--- config.mk ---
export PLATFORM = sky130hd
export DESIGN_NAME = adc_serial_capture_flat
export DESIGN_NICKNAME = d
export VERILOG_FILES = /design/src/rtl/adc_pkg.sv /design/src/rtl/adc_serial_capture_if.sv /design/src/rtl/adc_avg4.sv /design/src/rtl/adc_serial_capture.sv /design/src/flat_wrapper.sv
export SDC_FILE = /design/constraint.sdc
export NUM_CORES = 1
export LEC_CHECK = 0
export BUFFER_PORTS_ARGS = -buffer_cell sky130_fd_sc_hd__buf_2
export CAP_MARGIN = 20
export CORE_MARGIN = 1
export CORE_UTILIZATION = 40
export CTS_CLUSTER_SIZE = 40
export DETAILED_ROUTE_END_ITERATION = 8
export HOLD_SLACK_MARGIN = 0.05
export PLACE_DENSITY_LB_ADDON = 0.05
export SETUP_SLACK_MARGIN = 0.3
export SLEW_MARGIN = 25
export SYNTH_ARGS = -nofsm -noshare
export SYNTH_HDL_FRONTEND = slang
export SYNTH_SLANG_ARGS = --single-unit
--- constraint.sdc ---
create_clock -name CLK -period 2.8 [get_ports CLK]
set_input_delay 0.28 -clock CLK [delete_from_list [all_inputs] [get_ports CLK]]
set_output_delay 0.28 -clock CLK [all_outputs]
set_load 0.005 [all_outputs]
--- src/rtl/adc_pkg.sv ---
// Shared types and defaults for the serial ADC capture front end.
package adc_pkg;

    localparam int SAMPLE_W         = 8;
    localparam int SUM_W            = 10;
    localparam int CNT_W            = 16;
    localparam int ADC_CLK_DIV      = 24;
    localparam int ADC_SETUP_CYCLES = 72;
    localparam int ADC_CONV_CYCLES  = 864;

    typedef enum logic [1:0] {
        IDLE  = 2'd0,
        SETUP = 2'd1,
        SHIFT = 2'd2,
        CONV  = 2'd3
    } adc_state_t;

endpackage

--- src/rtl/adc_serial_capture_if.sv ---
// Pin-level bundle between the capture controller and the ADC / downstream display logic.
interface adc_serial_capture_if;
    import adc_pkg::*;

    logic                EN;
    logic                ADDAT;
    logic                ADCSN;
    logic                ADCLK;
    logic [SAMPLE_W-1:0] SAMPLE;
    logic                SAMPLE_VLD;
    logic                BUSY;

    modport master (
        input  EN, ADDAT,
        output ADCSN, ADCLK, SAMPLE, SAMPLE_VLD, BUSY
    );

    modport slave (
        output EN, ADDAT,
        input  ADCSN, ADCLK, SAMPLE, SAMPLE_VLD, BUSY
    );
endinterface

--- src/rtl/adc_avg4.sv ---
// Sliding 4-frame mean of raw ADC samples; strobes only once the window has filled since reset.
module adc_avg4
    import adc_pkg::*;
(
    input  logic                CLK,
    input  logic                RST,
    input  logic [SAMPLE_W-1:0] i_sample,
    input  logic                i_vld,
    output logic [SAMPLE_W-1:0] o_sample,
    output logic                o_vld
);
    logic [SAMPLE_W-1:0] r_win0, r_win1, r_win2, r_win3;
    logic [SUM_W-1:0]    r_sum;
    logic [2:0]          r_fill;
    logic [SUM_W-1:0]    w_sum_nxt;

    // Running sum drops the oldest entry; window starts zeroed so the early sums stay exact.
    assign w_sum_nxt = r_sum - {2'b00, r_win3} + {2'b00, i_sample};

    always_ff @(posedge CLK) begin
        if (RST) begin
            r_win0   <= {SAMPLE_W{1'b0}};
            r_win1   <= {SAMPLE_W{1'b0}};
            r_win2   <= {SAMPLE_W{1'b0}};
            r_win3   <= {SAMPLE_W{1'b0}};
            r_sum    <= {SUM_W{1'b0}};
            r_fill   <= 3'd0;
            o_sample <= {SAMPLE_W{1'b0}};
            o_vld    <= 1'b0;
        end else if (i_vld) begin
            r_win0 <= i_sample;
            r_win1 <= r_win0;
            r_win2 <= r_win1;
            r_win3 <= r_win2;
            r_sum  <= w_sum_nxt;
            if (r_fill != 3'd4) begin
                r_fill <= r_fill + 3'd1;
            end
            if (r_fill >= 3'd3) begin
                o_sample <= w_sum_nxt[SUM_W-1:2];
                o_vld    <= 1'b1;
            end else begin
                o_vld    <= 1'b0;
            end
        end else begin
            o_vld <= 1'b0;
        end
    end
endmodule

--- src/rtl/adc_serial_capture.sv ---
// TLC549-class serial ADC capture: drives ADCSN/ADCLK, shifts in 8 bits MSB-first per frame.
// Define ADC_AVG_EN to report the 4-frame sliding mean (adc_avg4) instead of the raw frame.
module adc_serial_capture
    import adc_pkg::*;
#(
    parameter int CLK_DIV      = ADC_CLK_DIV,
    parameter int SETUP_CYCLES = ADC_SETUP_CYCLES,
    parameter int CONV_CYCLES  = ADC_CONV_CYCLES
) (
    input  logic                 CLK,
    input  logic                 RST,
    adc_serial_capture_if.master bus
);
    localparam logic [CNT_W-1:0] DIV_LAST   = CNT_W'(CLK_DIV - 1);
    localparam logic [CNT_W-1:0] SETUP_LAST = CNT_W'(SETUP_CYCLES - 1);
    localparam logic [CNT_W-1:0] CONV_LAST  = CNT_W'(CONV_CYCLES - 1);

    adc_state_t          r_state, w_state_nxt;
    logic [CNT_W-1:0]    r_cnt, w_cnt_nxt;
    logic [3:0]          r_half, w_half_nxt;
    logic [1:0]          r_sync;
    logic [SAMPLE_W-1:0] r_shift;
    logic                r_adcsn, r_adclk, r_busy;
    logic                w_load, w_adclk_nxt, w_rise;

    // Next-state: r_cnt times each state; in SHIFT it times one ADCLK half period, r_half counts halves.
    always_comb begin
        w_state_nxt = r_state;
        w_cnt_nxt   = r_cnt;
        w_half_nxt  = r_half;
        w_load      = 1'b0;
        case (r_state)
            IDLE: begin
                w_cnt_nxt  = {CNT_W{1'b0}};
                w_half_nxt = 4'd0;
                if (bus.EN) begin
                    w_state_nxt = SETUP;
                end else begin
                    w_state_nxt = IDLE;
                end
            end
            SETUP: begin
                if (r_cnt == SETUP_LAST) begin
                    w_state_nxt = SHIFT;
                    w_cnt_nxt   = {CNT_W{1'b0}};
                end else begin
                    w_cnt_nxt   = r_cnt + {{(CNT_W-1){1'b0}}, 1'b1};
                end
            end
            SHIFT: begin
                if (r_cnt == DIV_LAST) begin
                    w_cnt_nxt = {CNT_W{1'b0}};
                    if (r_half == 4'd15) begin
                        w_state_nxt = CONV;
                        w_half_nxt  = 4'd0;
                        w_load      = 1'b1;
                    end else begin
                        w_half_nxt  = r_half + 4'd1;
                    end
                end else begin
                    w_cnt_nxt = r_cnt + {{(CNT_W-1){1'b0}}, 1'b1};
                end
            end
            CONV: begin
                if (r_cnt == CONV_LAST) begin
                    w_state_nxt = IDLE;
                    w_cnt_nxt   = {CNT_W{1'b0}};
                end else begin
                    w_cnt_nxt   = r_cnt + {{(CNT_W-1){1'b0}}, 1'b1};
                end
            end
            default: begin
                w_state_nxt = IDLE;
                w_cnt_nxt   = {CNT_W{1'b0}};
                w_half_nxt  = 4'd0;
            end
        endcase
    end

    // Odd half periods are the high phase; the capture edge is where the register goes 0->1.
    assign w_adclk_nxt = (w_state_nxt == SHIFT) && w_half_nxt[0];
    assign w_rise      = w_adclk_nxt && !r_adclk;

    // State, counters, synchronizer, shift register and pin registers.
    always_ff @(posedge CLK) begin
        if (RST) begin
            r_state <= IDLE;
            r_cnt   <= {CNT_W{1'b0}};
            r_half  <= 4'd0;
            r_sync  <= 2'b00;
            r_shift <= {SAMPLE_W{1'b0}};
            r_adcsn <= 1'b1;
            r_adclk <= 1'b0;
            r_busy  <= 1'b0;
        end else begin
            r_state <= w_state_nxt;
            r_cnt   <= w_cnt_nxt;
            r_half  <= w_half_nxt;
            r_sync  <= {r_sync[0], bus.ADDAT};
            r_adcsn <= (w_state_nxt == IDLE) || (w_state_nxt == CONV);
            r_adclk <= w_adclk_nxt;
            r_busy  <= (w_state_nxt != IDLE);
            if (w_rise) begin
                r_shift <= {r_shift[SAMPLE_W-2:0], r_sync[1]};
            end else begin
                r_shift <= r_shift;
            end
        end
    end

    assign bus.ADCSN = r_adcsn;
    assign bus.ADCLK = r_adclk;
    assign bus.BUSY  = r_busy;

`ifdef ADC_AVG_EN
    logic [SAMPLE_W-1:0] w_avg_sample;
    logic                w_avg_vld;

    adc_avg4 u_avg4 (
        .CLK      (CLK),
        .RST      (RST),
        .i_sample (r_shift),
        .i_vld    (w_load),
        .o_sample (w_avg_sample),
        .o_vld    (w_avg_vld)
    );

    assign bus.SAMPLE     = w_avg_sample;
    assign bus.SAMPLE_VLD = w_avg_vld;
`else
    logic [SAMPLE_W-1:0] r_sample;
    logic                r_sample_vld;

    // Raw sample register loads on the edge that enters CONV.
    always_ff @(posedge CLK) begin
        if (RST) begin
            r_sample     <= {SAMPLE_W{1'b0}};
            r_sample_vld <= 1'b0;
        end else if (w_load) begin
            r_sample     <= r_shift;
            r_sample_vld <= 1'b1;
        end else begin
            r_sample_vld <= 1'b0;
        end
    end

    assign bus.SAMPLE     = r_sample;
    assign bus.SAMPLE_VLD = r_sample_vld;
`endif
endmodule

--- src/flat_wrapper.sv ---
// flat-port wrapper written by rule: the top's interface ports become plain ports
module adc_serial_capture_flat import adc_pkg::*;
#(
    parameter int CLK_DIV      = ADC_CLK_DIV,
    parameter int SETUP_CYCLES = ADC_SETUP_CYCLES,
    parameter int CONV_CYCLES  = ADC_CONV_CYCLES
)
  (CLK, RST, bus_EN, bus_ADDAT, bus_ADCSN, bus_ADCLK, bus_SAMPLE, bus_SAMPLE_VLD, bus_BUSY);
  adc_serial_capture_if bus_i ();
  input  logic CLK;
  input  logic RST;
  input wire logic [$bits(bus_i.EN)-1:0] bus_EN;
  input wire logic [$bits(bus_i.ADDAT)-1:0] bus_ADDAT;
  output wire logic [$bits(bus_i.ADCSN)-1:0] bus_ADCSN;
  output wire logic [$bits(bus_i.ADCLK)-1:0] bus_ADCLK;
  output wire logic [$bits(bus_i.SAMPLE)-1:0] bus_SAMPLE;
  output wire logic [$bits(bus_i.SAMPLE_VLD)-1:0] bus_SAMPLE_VLD;
  output wire logic [$bits(bus_i.BUSY)-1:0] bus_BUSY;
  assign bus_i.EN = bus_EN;
  assign bus_i.ADDAT = bus_ADDAT;
  assign bus_ADCSN = bus_i.ADCSN;
  assign bus_ADCLK = bus_i.ADCLK;
  assign bus_SAMPLE = bus_i.SAMPLE;
  assign bus_SAMPLE_VLD = bus_i.SAMPLE_VLD;
  assign bus_BUSY = bus_i.BUSY;
  adc_serial_capture #(.CLK_DIV(CLK_DIV), .SETUP_CYCLES(SETUP_CYCLES), .CONV_CYCLES(CONV_CYCLES)) u_core (.CLK(CLK), .RST(RST), .bus(bus_i));
endmodule
======== Yosys cells after proc, flatten, opt, wreduce, memory -nomap -nowiden ========
Index checks and enable logic that the tools add are counted.
operators by class
  $add $sub $neg .......................... 2
  equal/unequal tests ..................... 10
  muxes and demuxes ....................... 17
  reductions and logical operators ........ 9
operator list
  kind                     count
  $pmux W16 S4             1
  $mux W16                 3
  $add A16 B1 Y16 const B  1
  $eq A16 B10 Y1 const B   1
  $eq A16 B5 Y1 const B    1
  $eq A16 B7 Y1 const B    1
  $eq A2 B2 Y1 const B     4
  $mux W2                  4
  $mux W4                  2
  $pmux W2 S4              1
  $pmux W4 S2              1
  $mux W1                  5
  $add A4 B1 Y4 const B    1
  $eq A4 B4 Y1 const B     1
  $logic_not A2 Y1         2
  $reduce_bool A2 Y1       2
  $eq A2 B1 Y1 const B     1
  $logic_and A1 B1 Y1      2
  $ne A2 B1 Y1 const B     1
  $reduce_and A2 Y1        1
  $logic_not A1 Y1         1
  $logic_or A1 B1 Y1       1
word-level totals
  register bits after elaboration ......... 44
  input port bits ......................... 4
  output and inout bits ................... 12
  word-level logic and storage cells ...... 49

======== Logic depth before layout (Yosys ltp) ========
Gate-level depths: netlist of run 1.
  depth in word-level cells ............... 7
  depth in mapped cells ................... 11

======== Least setup slack after synthesis of run 1 ========
OpenSTA, ideal clock, no wires.
  path type ............................... register -> register
  from .................................... reg u_core.r_cnt[0]
  to ...................................... reg u_core.r_shift[0]
  library setup time ...................... 0.130 ns
  data arrival time ....................... 2.431 ns
  slack ................................... 0.239 ns
  stages on the path, launching flop included .. 12
  period minus slack after synthesis ...... 2.561 ns
  path through ............................ dfxtp_1 > ha_1 > nor3b_2 > nand4_1 > or3_1 > buf_4 > a31o_1 > ha_1 > nor2b_1 > nand4_1 > a21oi_4 > mux2i_1
between the ends
  word-level cells in the longest chain between the ends .. 6
  elaborated cells between the ends (all ways) .. 12
  those cells by class .................... 4 x eq/ne; 6 x mux; 2 x reduce/logical
RTL lines
  what                                    RTL line                                                                      source
  start, declared                         adc_serial_capture.sv:19                                                      logic [CNT_W-1:0] r_cnt, w_cnt_nxt;
  start signal, assigned                  adc_serial_capture.sv:88                                                      r_cnt <= {CNT_W{1'b0}};
  start signal, assigned                  adc_serial_capture.sv:97                                                      r_cnt <= w_cnt_nxt;
  $eq A16 B10 Y1 (tied with other cells)  adc_serial_capture.sv:65                                                      if (r_cnt == CONV_LAST) begin
  $mux W2, on equally long branches       adc_serial_capture.sv:65, adc_serial_capture.sv:43, adc_serial_capture.sv:51
  $pmux W2 S4                             adc_serial_capture.sv:32                                                      case (r_state)
  $eq A2 B2 Y1                            adc_serial_capture.sv:81                                                      assign w_adclk_nxt = (w_state_nxt == SHIFT) && w_half_nxt[0];
  $logic_and A1 B1 Y1 (*)                 adc_serial_capture.sv:81
  $logic_and A1 B1 Y1 (*)                 adc_serial_capture.sv:82                                                      assign w_rise = w_adclk_nxt && !r_adclk;
  end signal, assigned                    adc_serial_capture.sv:91                                                      r_shift <= {SAMPLE_W{1'b0}};
  end signal, assigned                    adc_serial_capture.sv:104                                                     r_shift <= {r_shift[SAMPLE_W-2:0], r_sync[1]};
  end signal, assigned                    adc_serial_capture.sv:106                                                     r_shift <= r_shift;
  end, declared                           adc_serial_capture.sv:22                                                      logic [SAMPLE_W-1:0] r_shift;
Mark *: on every way between the ends. The rest lies on a longest branch, timed or not. The select of a mux whose other input is x is not followed.
A chain may end at the register's enable or synchronous reset.

======== Worst setup path after layout of run 1 ========
  from .................................... reg u_core.r_cnt[7]
  to ...................................... reg u_core.r_shift[0]
The elaborated chain is that of the path after synthesis.

==> summary.md, run 1 <==
| Metric | Value |
|---|---|
| R2r worst-path depth | 10 |
| Status | complete, no violations |
| Diode count | 0 |
| Sum of buffers and inverters on the critical path | 1 |
| Crit Path Category | reg2reg |
| Yosys warns | 0 |
| Routed Antenna Nets | 0 |
| Non-filler instance count after layout | 279 |
| Worst hold stages | 2 |
| Adder-Cell Fraction of Synth Area | 0.0258 |
| Wire per inst | 13.2 um |
| Setup tns final | 0 ns |
| Max IR drop VDD | 0.000326 V |
| Simple-gate share of the synthesized area | 0.288 |
| Die area | 5130 um2 |
| Worst Path Arrival | 2.68 ns |
| Clk Latency, worst-skew pair | 0.29 ns |
| Compound-Gate Fraction of Synth Area | 0.0619 |
| Worst EP required | 3.01 ns |
| Layout cells sized above 1 | 0.211 |
| Synth Area in XOR/XNOR | 0.0632 |
| Largest family of logic cells by synthesized area | simple AND/OR/NAND/NOR gates |
| Worst path slowest cell | nor4_4 |
| Fin nets | 234 |
| Sink of the worst hold path | u_core.r_sync[0] |
| Reg2reg end | u_core.r_shift[0] |
| Yosys reg bits | 44 |
| Distinct cells, synth | 39 |
| Post-synth EDFFs | 0 |
| CP max stage delay | 0.41 ns |
| Design area | 2280 um2 |
| Top post-synthesis cells by count | dfxtp_1, nor2_1, mux2i_1 |
| Root Driver | clkbuf_8 |
| Global-route wire length before repair | 6.33 mm |
| Synth top area share | 0.454 |
| Max cap viols | 0 |
| Crit-path cells | nor4_4 -> nand4_1 -> o21bai_2 -> a31o_1 -> ha_2 -> nor2b_4 -> nand4_1 -> a21oi_4 -> buf_12 -> mux2i_1 |
| Final setup fails | 0 |
| Crit path max fanout | 8 |
| Top cells by area, synth | dfxtp_1, mux2i_1, nor2_1, xor2_1, nand2b_1 |
| CTS Sinks | 44 |
| Fraction of synthesized area in multiplexers | 0.0826 |
| # rows | 24 |
| Max_slew headroom | 0.645 |
| Post-synthesis net count | 211 |
| Area after DPL | 2060 um2 |
| Vias per inst | 5.29 |
| Area of the multi-input gates | 1050 um2 |
| Top Family by Delay on Critical Path | simple AND/OR/NAND/NOR gates |
| Total Routing Usage GR | 0.155 |
| Cells after Synth | 203 |
| Initial antenna violation count | 0 |
| Mapped Avg Cell Area | 9.55 um2 |
| Crit. End Element | flip-flop |
| Placer congestion estimate | 0.818 |
| Vias in the first global route | 1421 |
| Seq. cell area | 888 um2 |
| Vert. Die Dim | 71.6 um |
| WP depth | 10 |
| Drt first-iter violations | 54 |
| Post-detail-place hpwl | 2.61 mm |
| Mapped cell area | 1940 um2 |
| Max Clock Skew | 0.00835 ns |
| Fillers | 426 |
| Placed instance count | 263 |
| Highest clock rate | 405 MHz |
| Worst-path clk slew | 0.08 ns |
| Starting Density | 0.431 |
| H-tree levels | 2 |
| Worst hold path class | in2reg |
| Critical path startpoint category | flip-flop |
| Drt first pass iters | 4 |
| Layout area overhead | 17.5% |
| Main synth FF type | dfxtp_1 |
| Reg-to-Reg Start | u_core.r_cnt[7] |
| CTS Buf Count | 5 |
| Slew of the pin with the lowest slew margin | 0.533 ns |
| Floorplan Core Area | 4500 um2 |
| Fin crit share | 0.882 |
| CTS tree | yes |
| Async S/R FF share, synth | 0 |
| Unrepaired setup endpoints after global routing | yes |
| IO buf count | 15 |
| PD cells | 496 nW/um2 |
| Max-slew violations | 0 |
| Most frequent cell after synthesis | dfxtp_1 |
| Sequential-to-total area share from yosys stat | 0.454 |
| Post-route DRC violation count | 0 |
| Final wirelength | 3.68 mm |
| Fin. Hold Viols | 0 |
| Grt ovf | 0 |
| PnR Total Power | 1.13 mW |
| Worst path most repeated cell | nand4_1 |
| Via count | 1476 |
| Ports | 16 |
| Largest net degree at the start of global routing | 30 |
| Cell taking the most area after synthesis | dfxtp_1 |
| R2r setup slk | 0.33 ns |
| Hold_sp | bus_ADDAT |
| Leak | 0.894 nW |
| Tmin final | 2.47 ns |
| Clock Tree Buf Depth | 2 |
| Die width | 71.6 um |
## worst max path at each step
stage                           startpoint           endpoint  slack (ns)
after CTS                 u_core.r_cnt[11]  u_core.r_shift[5]        0.31
after global placement     u_core.r_cnt[0]  u_core.r_shift[0]        0.24
after global routing       u_core.r_cnt[7]  u_core.r_shift[5]        0.17
after floorplan            u_core.r_cnt[0]  u_core.r_shift[0]        0.31
after detailed placement   u_core.r_cnt[5]  u_core.r_shift[5]        0.14
final                      u_core.r_cnt[7]  u_core.r_shift[0]        0.33
## per-layer routing
metal | share of wire | GRT usage | up-vias
li1 | - | - | 760
met3 | 0.033 | 0.0422 | 2
met2 | 0.47 | 0.259 | 20
met1 | 0.49 | 0.201 | 694
met5 | 0 | 0 | -
met4 | 0.0035 | 0.0327 | 0
## flip-flops by register name (all words and copies together) (netlist names), 2 cells and up
register and flops:
u_core.r_cnt 16, u_core.bus.SAMPLE 8, u_core.r_shift 8, u_core.r_half 4, u_core.r_state 2, u_core.r_sync 2
## cells in the final DEF (no fill, tap or decap), types with 4 or more instances in the layout
cell,netlist,routed
buf_4,1,8
nand4_1,6,6
nand2_1,10,10
and4_1,4,4
a21oi_1,6,6
nor2_1,29,29
mux2i_1,16,16
dfxtp_1,44,40
buf_2,2,15
clkbuf_8,0,5
nand2b_1,12,12
nand3_1,13,13
xor2_1,12,12
## cell type report
| cell class | count | share of cell area |
|---|---|---|
| Timing Repair Buffer | 24 | 0.0681 |
| Multi-Input combinational cell | 148 | 0.462 |
| Clock inverter | 2 | 0.0154 |
| Tap cell | 52 | 0.0285 |
| Sequential cell | 44 | 0.390 |
| Inverter | 3 | 0.00494 |
| Clock buffer | 6 | 0.0318 |
## worst register-to-register path, delay by kind of cell, from the launching register on
kind | cells | cell delay [ns]
buffers and inverters | 1 | 0.14
adders and majority gates | 1 | 0.19
muxes | 1 | 0.19
and+or+nand+nor | 4 | 0.89
DFF | 1 | 0.37
AOI/OAI and AO/OA | 3 | 0.62
## kinds of logic (layout without fill, tap and decap cells)
family          Yosys count  in the layout
flops                    44             44
xor+xnor                 14             14
mux                      16             16
compound gates           17             17
fa+ha+maj                 4              4
simple gates             97             97
buf+inv                  11             35
## where the power goes
part	leakage (nW)	switching (mW)	internal [mW]
Sequential	0.358	0.00425	0.630
Combinational	0.481	0.0171	0.0129
Clock	0.0552	0.202	0.265
## stage by stage
step	hold slack [ns]	setup WS (ns)	util
4_1_cts	0.224	0.314	0.498
3_5_place_dp	0.430	0.145	0.458
5_1_grt	0.239	0.169	0.506
6_report	0.229	0.330	0.506
2_1_floorplan	0.408	0.308	-
3_3_place_gp	0.423	0.238	0.458
## what timing repair did
action                     in CTS  in global routing
buffers inserted                6                  2
setup endpoints to repair       8                  8
pin swaps                       6                  8
hold buffers                    0                  0
resized for setup               4                  6
Note: power is estimated with default switching activity, not from simulation.
==> run 2, diff against run 1 <==
- CORE_UTILIZATION: 40 -> 50
- SKIP_LAST_GASP: unset -> 1
==> run 2 against run 1 <==
  * Fmax is 1.8% lower
  * Clock power is 3% higher
  * Critical path type unchanged
  * Non-clock buffer count stayed put
  * Wire length is 2.5% higher
  * Highest routed layer unchanged
  * Clock skew is 0.00058 ns lower
==> summary.md, run 2 (synthesis gave the netlist of run 1 again) <==
| Metric | Value |
|---|---|
| Slew of the pin with the lowest slew margin | 0.575 ns (+0.0421 ns) |
| Max reg flops | 16 (unchanged) |
| Fin crit share | 0.898 (+0.0163) |
| Wire per inst | 13.7 um (+4.0%) |
| PD cells | 503 nW/um2 (+1.5%) |
| Fin nets | 234 (unchanged) |
| Fin. Hold Viols | 0 (unchanged) |
| Post-detail-place hpwl | 2.55 mm (-2.5%) |
| Clk Latency, worst-skew pair | 0.30 ns (about the same) |
| IO buf count | 15 (unchanged) |
| Clock Tree Buf Depth | 2 (unchanged) |
| WHS | 0.222 ns (-0.00718 ns) |
| Max IR drop VDD | 0.000316 V (-2.9%) |
| Max_slew headroom | 0.617 (-0.0281) |
| Vias in the first global route | 1452 (+2.2%) |
| Crit path max fanout | 8 (unchanged) |
| # rows | 22 (-8.3%) |
| Via count | 1482 (+0.41%) |
| Critical path startpoint category | flip-flop |
| Fillers | 326 (-23%) |
| Drt first pass iters | 4 (unchanged) |
| Die width | 64.3 um (-10%) |
| Routed Antenna Nets | 0 (unchanged) |
| Biggest register | u_core.r_cnt |
| Vert. Die Dim | 64.3 um (-10%) |
| Placer congestion estimate | 0.830 (+1.4%) |
| Worst-path clk slew | 0.08 ns (about the same) |
| Final wirelength | 3.78 mm (+2.5%) |
| Setup tns final | 0 ns (unchanged) |
| Grt ovf | 0 (unchanged) |
| PnR Total Power | 1.15 mW (+1.4%) |
| Crit Path Category | reg2reg |
| Diode count | 0 (unchanged) |
| Unrepaired setup endpoints after global routing | yes |
| Post-route DRC violation count | 0 (unchanged) |
| Floorplan Core Area | 3690 um2 (-18%) |
| Commonest cells after routing, fill and taps aside | dfxtp_1, nor2_1, mux2i_1 |
| Layout cells sized above 1 | 0.220 (+0.00881) |
| Root Driver | clkbuf_8 |
| Commonest non-fill, non-tap cell in the layout | dfxtp_1 |
| Ports | 16 (unchanged) |
| Worst hold path class | in2reg |
| Placed instance count | 259 (-1.5%) |
| Highest clock rate | 398 MHz (-1.8%) |
| Max Clock Skew | 0.00777 ns (-0.000580 ns) |
| Max-slew violations | 0 (unchanged) |
| Vias per inst | 5.39 (+1.9%) |
| Max cap viols | 0 (unchanged) |
| CTS tree | yes |
| Leak | 0.897 nW (+0.33%) |
| Initial antenna violation count | 0 (unchanged) |
| Worst Path Arrival | 2.74 ns (+0.06 ns) |
| Die area | 4130 um2 (-19%) |
| Largest net degree at the start of global routing | 30 (unchanged) |
| Crit. End Element | flip-flop |
| Layout area overhead | 17.5% (about the same) |
| Final setup fails | 0 (unchanged) |
| Total Routing Usage GR | 0.212 (+0.0575) |
| CTS Sinks | 44 (unchanged) |
| Global-route wire length before repair | 6.71 mm (+6.0%) |
| CTS Buf Count | 5 (unchanged) |
| Drt first-iter violations | 85 (+57%) |
| Tmin final | 2.52 ns (+0.0458 ns) |
| H-tree levels | 2 (unchanged) |
| R2r worst-path depth | 10 (unchanged) |
| Non-filler instance count after layout | 275 (-1.4%) |
| Final core occ | 0.618 (+0.112) |
| Status | complete, no violations |
| Worst EP required | 3.03 ns (+0.02 ns) |
| Starting Density | 0.526 (+0.0952) |
| Worst hold stages | 2 (unchanged) |
==> run 2: repair_timing <==
item | 4_1_cts | 5_1_grt
hold buffers | 0 | 0
pin swaps | 4 | 8
setup buffers | 4 | 4
endpoints found under the hold margin | 0 | 0
endpoints found under the setup margin | 8 | 8
gates resized for setup | 2 | 9
==> run 2: power breakdown <==
part,internal (mW),switching (mW),total [mW]
sequential,0.630,0.00472,0.635
clock,0.268,0.215,0.483
combinational,0.0118,0.0174,0.0293
total,0.910,0.237,1.15
==> run 2: area by class of cell <==
type                       instances  area [um2]  share of cell area
clock inverter                     3        47.5              0.0209
multi-input combinational        148        1040               0.458
tap                               48        60.1              0.0264
timing repair buffer              24         155              0.0681
inverter                           3        11.3             0.00494
clock buffer                       5        68.8              0.0302
sequential                        44         892               0.392
==> run 2: final timing paths <==
check                       to  slack [ns]              from
max          u_core.r_shift[1]        0.28  u_core.r_cnt[15]
min           u_core.r_sync[0]        0.22         bus_ADDAT
max reg2reg  u_core.r_shift[1]        0.28  u_core.r_cnt[15]
min reg2reg   u_core.r_sync[1]        0.47  u_core.r_sync[0]
==> run 2: through the flow <==
| stage | area (um2) | setup WS [ns] |
|---|---|---|
| floorplan | 1950 | 0.308 |
| global placement | 2060 | 0.258 |
| detailed placement | 2060 | 0.157 |
| CTS | 2230 | 0.304 |
| global route | 2280 | 0.139 |
| finish | 2280 | 0.284 |
==> run 2: per-layer routing <==
| layer | GRT usage | share of wire | routed length [um] | up-vias |
|---|---|---|---|---|
| li1 | - | - | - | 752 |
| met1 | 0.264 | 0.47 | 1780 | 694 |
| met2 | 0.336 | 0.47 | 1770 | 26 |
| met3 | 0.0482 | 0.035 | 134 | 10 |
| met4 | 0.119 | 0.023 | 88 | 0 |
| met5 | 0 | 0 | 0 | - |
==> run 2: critical path: stages (launching register included) <==
cell	delay, ns
dfxtp_4	0.36
nor4_4	0.38
nand4_1	0.23
o21bai_2	0.25
a31o_1	0.20
ha_2	0.18
nor2b_4	0.14
nand4_1	0.16
a21oi_4	0.19
buf_12	0.15
mux2i_1	0.20
